===== config.mk =====
export PLATFORM = sky130hd
export DESIGN_NAME = i2c_flash_target
export DESIGN_NICKNAME = d
export VERILOG_FILES = /design/src/rtl/i2c_flash_target.sv
export SDC_FILE = /design/constraint.sdc
export NUM_CORES = 1
export LEC_CHECK = 0
export CORE_MARGIN = 3
export CORE_UTILIZATION = 50
export CTS_BUF_LIST = sky130_fd_sc_hd__clkbuf_4
export DETAILED_ROUTE_END_ITERATION = 6
export HOLD_SLACK_MARGIN = 0.02
export PLACE_DENSITY_LB_ADDON = 0.15
export REMOVE_ABC_BUFFERS = 1
export SYNTH_ARGS = -nofsm -noshare
export SYNTH_HDL_FRONTEND = slang
export SYNTH_SLANG_ARGS = --single-unit

===== constraint.sdc =====
create_clock -name Clk -period 2.7 [get_ports Clk]
set_input_delay 0.81 -clock Clk [delete_from_list [all_inputs] [get_ports Clk]]
set_output_delay 0.81 -clock Clk [all_outputs]
set_load 0.05 [all_outputs]

===== src/rtl/i2c_flash_target.sv =====
`timescale 1ns/1ps
// I2C target: START/STOP decode, 7-bit address match, word pointer load,
// byte writes to a memory port and MSB-first reads, oversampled by Clk.
module i2c_flash_target #(
    parameter logic [6:0]  DEV_ADDR = 7'h50,
    parameter int unsigned ADDR_W   = 8
) (
    input  logic              Clk,
    input  logic              Rst_n,
    input  logic              Scl,
    input  logic              SdaIn,
    output logic              SdaOe,
    output logic [ADDR_W-1:0] MemAddr,
    output logic [7:0]        MemWData,
    output logic              MemWe,
    input  logic [7:0]        MemRData,
    output logic              Busy
);
    typedef enum logic [3:0] {
        S_IDLE, S_ADDR, S_ADDR_ACK, S_PTR, S_PTR_ACK,
        S_WDATA, S_WDATA_ACK, S_RDATA, S_RDATA_ACK, S_IGNORE
    } state_t;

    state_t state_q, state_d;
    // [0],[1] synchronizer, [2] history for edge detection
    logic [2:0] scl_sync_q, scl_sync_d;
    logic [2:0] sda_sync_q, sda_sync_d;
    logic [3:0] cnt_q, cnt_d;
    logic [7:0] shift_q, shift_d;
    logic rw_q, rw_d;
    logic oe_q, oe_d;
    logic [ADDR_W-1:0] addr_q, addr_d;
    logic [7:0] wdata_q, wdata_d;
    logic we_q, we_d;
    logic busy_q, busy_d;
    logic [7:0] byte_in;
    logic rd_load;
    logic scl_rise, scl_fall, scl_hi, bus_start, bus_stop;

    assign scl_rise  = scl_sync_q[1] & ~scl_sync_q[2];
    assign scl_fall  = ~scl_sync_q[1] & scl_sync_q[2];
    assign scl_hi    = scl_sync_q[1] & scl_sync_q[2];
    assign bus_start = scl_hi & ~sda_sync_q[1] & sda_sync_q[2];
    assign bus_stop  = scl_hi & sda_sync_q[1] & ~sda_sync_q[2];

    always_comb begin
        scl_sync_d = {scl_sync_q[1:0], Scl};
        sda_sync_d = {sda_sync_q[1:0], SdaIn};
        byte_in = {shift_q[6:0], sda_sync_q[1]};
        state_d = state_q;
        cnt_d = cnt_q;
        shift_d = shift_q;
        rw_d = rw_q;
        oe_d = oe_q;
        addr_d = addr_q;
        wdata_d = wdata_q;
        we_d = 1'b0;
        rd_load = 1'b0;
        // pointer advances on the Clk after each write strobe
        if (we_q) addr_d = addr_q + ADDR_W'(1);
        unique case (state_q)
            S_ADDR, S_PTR, S_WDATA: begin
                if (scl_rise) begin
                    shift_d = byte_in;
                    cnt_d = cnt_q + 4'd1;
                    if (cnt_q == 4'd7) begin
                        cnt_d = '0;
                        if (state_q == S_ADDR) begin
                            rw_d = byte_in[0];
                            state_d = (byte_in[7:1] == DEV_ADDR) ?
                                      S_ADDR_ACK : S_IGNORE;
                        end else if (state_q == S_PTR) begin
                            addr_d = ADDR_W'(byte_in);
                            state_d = S_PTR_ACK;
                        end else begin
                            state_d = S_WDATA_ACK;
                        end
                    end
                end
            end
            S_ADDR_ACK, S_PTR_ACK, S_WDATA_ACK: begin
                if (scl_fall && !oe_q) begin
                    oe_d = 1'b1;
                    if (state_q == S_WDATA_ACK) begin
                        wdata_d = shift_q;
                        we_d = 1'b1;
                    end
                end else if (scl_fall) begin
                    oe_d = 1'b0;
                    cnt_d = '0;
                    if (state_q != S_ADDR_ACK) begin
                        state_d = S_WDATA;
                    end else if (rw_q) begin
                        state_d = S_RDATA;
                        rd_load = 1'b1;
                    end else begin
                        state_d = S_PTR;
                    end
                end
            end
            S_RDATA: begin
                if (scl_fall) begin
                    if (cnt_q == 4'd0) begin
                        rd_load = 1'b1;
                    end else if (cnt_q == 4'd8) begin
                        oe_d = 1'b0;
                        cnt_d = '0;
                        state_d = S_RDATA_ACK;
                    end else begin
                        oe_d = ~shift_q[7];
                        shift_d = {shift_q[6:0], 1'b0};
                        cnt_d = cnt_q + 4'd1;
                    end
                end
            end
            S_RDATA_ACK: begin
                if (scl_rise) state_d = sda_sync_q[1] ? S_IGNORE : S_RDATA;
            end
            default: ;
        endcase
        if (rd_load) begin
            oe_d = ~MemRData[7];
            shift_d = {MemRData[6:0], 1'b0};
            addr_d = addr_q + ADDR_W'(1);
            cnt_d = 4'd1;
        end
        if (bus_start) begin
            state_d = S_ADDR;
            cnt_d = '0;
            oe_d = 1'b0;
        end else if (bus_stop) begin
            state_d = S_IDLE;
            cnt_d = '0;
            oe_d = 1'b0;
        end
        busy_d = !(state_d inside {S_IDLE, S_ADDR, S_IGNORE});
    end

    always_ff @(posedge Clk or negedge Rst_n) begin
        if (!Rst_n) begin
            state_q <= S_IDLE;
            scl_sync_q <= '1;
            sda_sync_q <= '1;
            cnt_q <= '0;
            shift_q <= '0;
            rw_q <= 1'b0;
            oe_q <= 1'b0;
            addr_q <= '0;
            wdata_q <= '0;
            we_q <= 1'b0;
            busy_q <= 1'b0;
        end else begin
            state_q <= state_d;
            scl_sync_q <= scl_sync_d;
            sda_sync_q <= sda_sync_d;
            cnt_q <= cnt_d;
            shift_q <= shift_d;
            rw_q <= rw_d;
            oe_q <= oe_d;
            addr_q <= addr_d;
            wdata_q <= wdata_d;
            we_q <= we_d;
            busy_q <= busy_d;
        end
    end

    assign SdaOe = oe_q;
    assign MemAddr = addr_q;
    assign MemWData = wdata_q;
    assign MemWe = we_q;
    assign Busy = busy_q;
endmodule


==> flow_summary.toml <==
[status]
run_status = "completed"

[detailed_routing]
detail_route.drc_violations = 0
viasPerCell = 6.10
num_vias = 1978
routed_wirelength_mm = 5.52
routedWlPerCell_um = 17.0
detail-route-antenna-nets = 0
first_iter_violations = 124
drtPass1Iterations = 4

[placed_design]
placed_area_um2 = 2720
place_hpwl_mm = 4.06
numPlacedInstances = 316
dp_slack_ns = 0.452
gpl.final_weighted_congestion = 0.901
port_buffers = 30

[worst_setup_path]
critical-path-top-delay-family = "buffers and inverters"
crit_fanout = 6
cp_data_arrival_time_ns = 1.71
critical_path.slowest_cell = "clkdlybuf4s50_1"
worst_ep_required_ns = 1.89
worst_path_largest_cell_delay_ns = 0.85
worst-setup-path-type = "flop to output pin"
crit_chain = "clkdlybuf4s50_1"
endpoint_type_of_the_worst_setup_path = "output pin"
critical_path_source_type = "flop"
worst-path-buf-inv = 1

[pwr]
ir_drop_worst_case_vdd_mv = 0.659
gate_power_share_pct = 50.1
share_seq_of_total_power_pct = 38.6
switching_part_of_the_total_pct = 46.1
netSwitchingPower_mw = 1.33
power.internal_mw = 1.55
cellLeakagePower_nw = 1.19
share_of_power_burned_in_the_clock_network_pct = 11.3
p_per_area_nw_per_um2 = 1030

[global_routing]
grt-ovfl-total = 0
globalRouteTotalUtil_pct = 21.8
grt_start_max_net_pins = 20
first_global_vias = 1907
grt_first_pass_wirelength_mm = 9.27
antenna_violations_before_repair = 0

[die]
fp-row-count = 24
initial_util_pct = 53.2
design.die.area_um2 = 5620
dieWidth_um = 75.0
ios = 31
chipHeight_um = 75.0
area_of_the_core_region_um2 = 4470

[sta]
timing.clock.skew_ns = 0.0182
final.setup.tns_ns = 0
finalSetupViolations = 0
max_freq_mhz = 396
timing.hold.ws_ns = 0.256
layout_min_cycle_time_ns = 2.52
worst_tran_pin_value_ns = 0.589
relSlewSlack_pct = 60.7
finalCritPeriodShare_pct = 93.5
layout_setup_ws_ns = 0.176
rsz_0062_raised_after_global_routing = "false"
final-hold-violation-count = 0
slew_violations = 0

[clock_network]
cts_buf_count = 5
clockBufferDepth = 2
cts_tree = "yes"
cts.hold.buffers_added = 0
root_buffer_cell = "clkbuf_4"
cts_num_sinks = 42
insertion_delay_ns = 0.37
h_tree_depth_reported_by_cts = 2
path_clk_slew_ns = 0.14
post_cts_buffers = 0
number_of_gates_given_a_new_drive_strength_after_cts = 0

[logic_synthesis]
synth_warnings = 0
synth_flop_cell = "dfrtp_1"
async_set_reset_flop_share_out_of_synthesis_pct = 100
mean_cell_area_of_the_mapped_netlist_um2 = 9.95
synthesized_cell_area_um2 = 2380
synth.ff_latch_count = 42
synth_enable_flop_cells = 0
synth.yosys.seq_area_share_pct = 44.5
synthCells = 239
netlist-cell-type-count = 65

[finish]
fill_cells = 387
finalNetCount = 286
postLayoutCellArea_um2 = 2780
drive_gt1_share_pct = 16.5
multi_input_area_um2 = 1230
layout_commonest_cell = "dfrtp_1"
final_cell_mix = "dfrtp_1 (36), clkdlybuf4s50_1 (29), nand2_1 (22)"
area_growth_syn_to_layout_pct = 16.9
fin_cells = 324
ant_diodes = 0
sequential_cell_area_um2 = 1060

[min_path]
hold_path_class = "input port to asynchronous set/reset pin"

[flow_run]
maxCapViolations = 0
==> cell usage after synthesis, drive strengths merged, types with 6 or more instances <==
cell     n  share of area (%)
dfstp    6                6.6
nor3b    7                2.4
mux2     8                3.8
a211oi   6                2.1
nor3     7                1.7
a22oi    9                2.8
buf      8                2.1
nand2   23                3.7
a21oi   11                2.3
inv      8                1.3
dfrtp   36                 38
nand3    8                1.9
nor2    17                2.9
o21ai   11                2.5
==> metrics by stage <==
stage	util (%)	power [mW]
2_1_floorplan	-	2.10
3_3_place_gp	60.9	2.54
3_5_place_dp	60.9	2.55
4_1_cts	62.1	2.89
5_1_grt	62.1	3.10
6_report	62.1	2.88
==> worst reg2reg max path, stage by stage, from the launching register on <==
cell and delay, ns:
dfrtp_1 0.73, nand2_1 0.27, a211oi_2 0.33, and2_1 0.20
buf_4 0.19, a21o_1 0.24, and3_1 0.19, nor3_1 0.05
==> power by group through the flow <==
stage | sequential, mW | clock, mW | combinational (mW)
5_1_grt | 1.14 | 0.370 | 1.59
3_3_place_gp | 1.11 | 0 | 1.43
3_5_place_dp | 1.12 | 0 | 1.43
6_report | 1.11 | 0.325 | 1.44
2_1_floorplan | 1.30 | 0 | 0.808
4_1_cts | 1.10 | 0.341 | 1.44
==> path summary, 6_finish.rpt <==
check / from / end / slack (ns) / depth (start not counted)
min: Rst_n / MemAddr[3]$_DFF_PN0_ / 0.26 / 1
min reg2reg: sda_sync_q[0]$_DFF_PN1_ / sda_sync_q[1]$_DFF_PN1_ / 0.36 / 0
max reg2reg: state_q[2]$_DFF_PN0_ / MemAddr[2]$_DFF_PN0_ / 0.42 / 7
max: SdaOe$_DFFE_PN0P_ / SdaOe / 0.18 / 1
min in group Clk: sda_sync_q[0]$_DFF_PN1_ / sda_sync_q[1]$_DFF_PN1_ / 0.36 / 0
max in group asynchronous: Rst_n / sda_sync_q[2]$_DFF_PN1_ / 1.90 / 2
==> cell type report <==
cell class	count	area share, %
clock buffers	6	1.62
clock inverters	2	0.450
inverters	8	1.08
multi-input cells	178	44.2
flip-flops and latches	42	38.1
well taps	52	2.34
repair buffers	36	12.2
==> kinds of logic after synthesis <==
| family | count (synthesis) | share of synthesized area, % |
|---|---|---|
| flops | 42 | 44.5 |
| simple gates | 91 | 21.8 |
| xor+xnor | 3 | 1.10 |
| fa+ha+maj | 3 | 1.58 |
| buf+inv | 19 | 3.84 |
| mux | 11 | 5.05 |
| compound gates | 70 | 22.1 |
==> layer usage <==
layer / global-route usage (%) / up-vias / wire, um
met4: 6.52 / 0 / 69
met5: 0 / - / 0
met2: 31.5 / 67 / 2480
met1: 33.3 / 942 / 2660
met3: 3.74 / 7 / 302
li1: - / 962 / -
==> sequential cells by signal, summed over array words and instances (netlist names) <==
register and count:
MemAddr 8, MemWData 8, shift_q 8, cnt_q 4
state_q 4, scl_sync_q 3, sda_sync_q 3, Busy 1
MemWe 1, SdaOe 1, rw_q 1
Power figures use the tool's default switching activity.
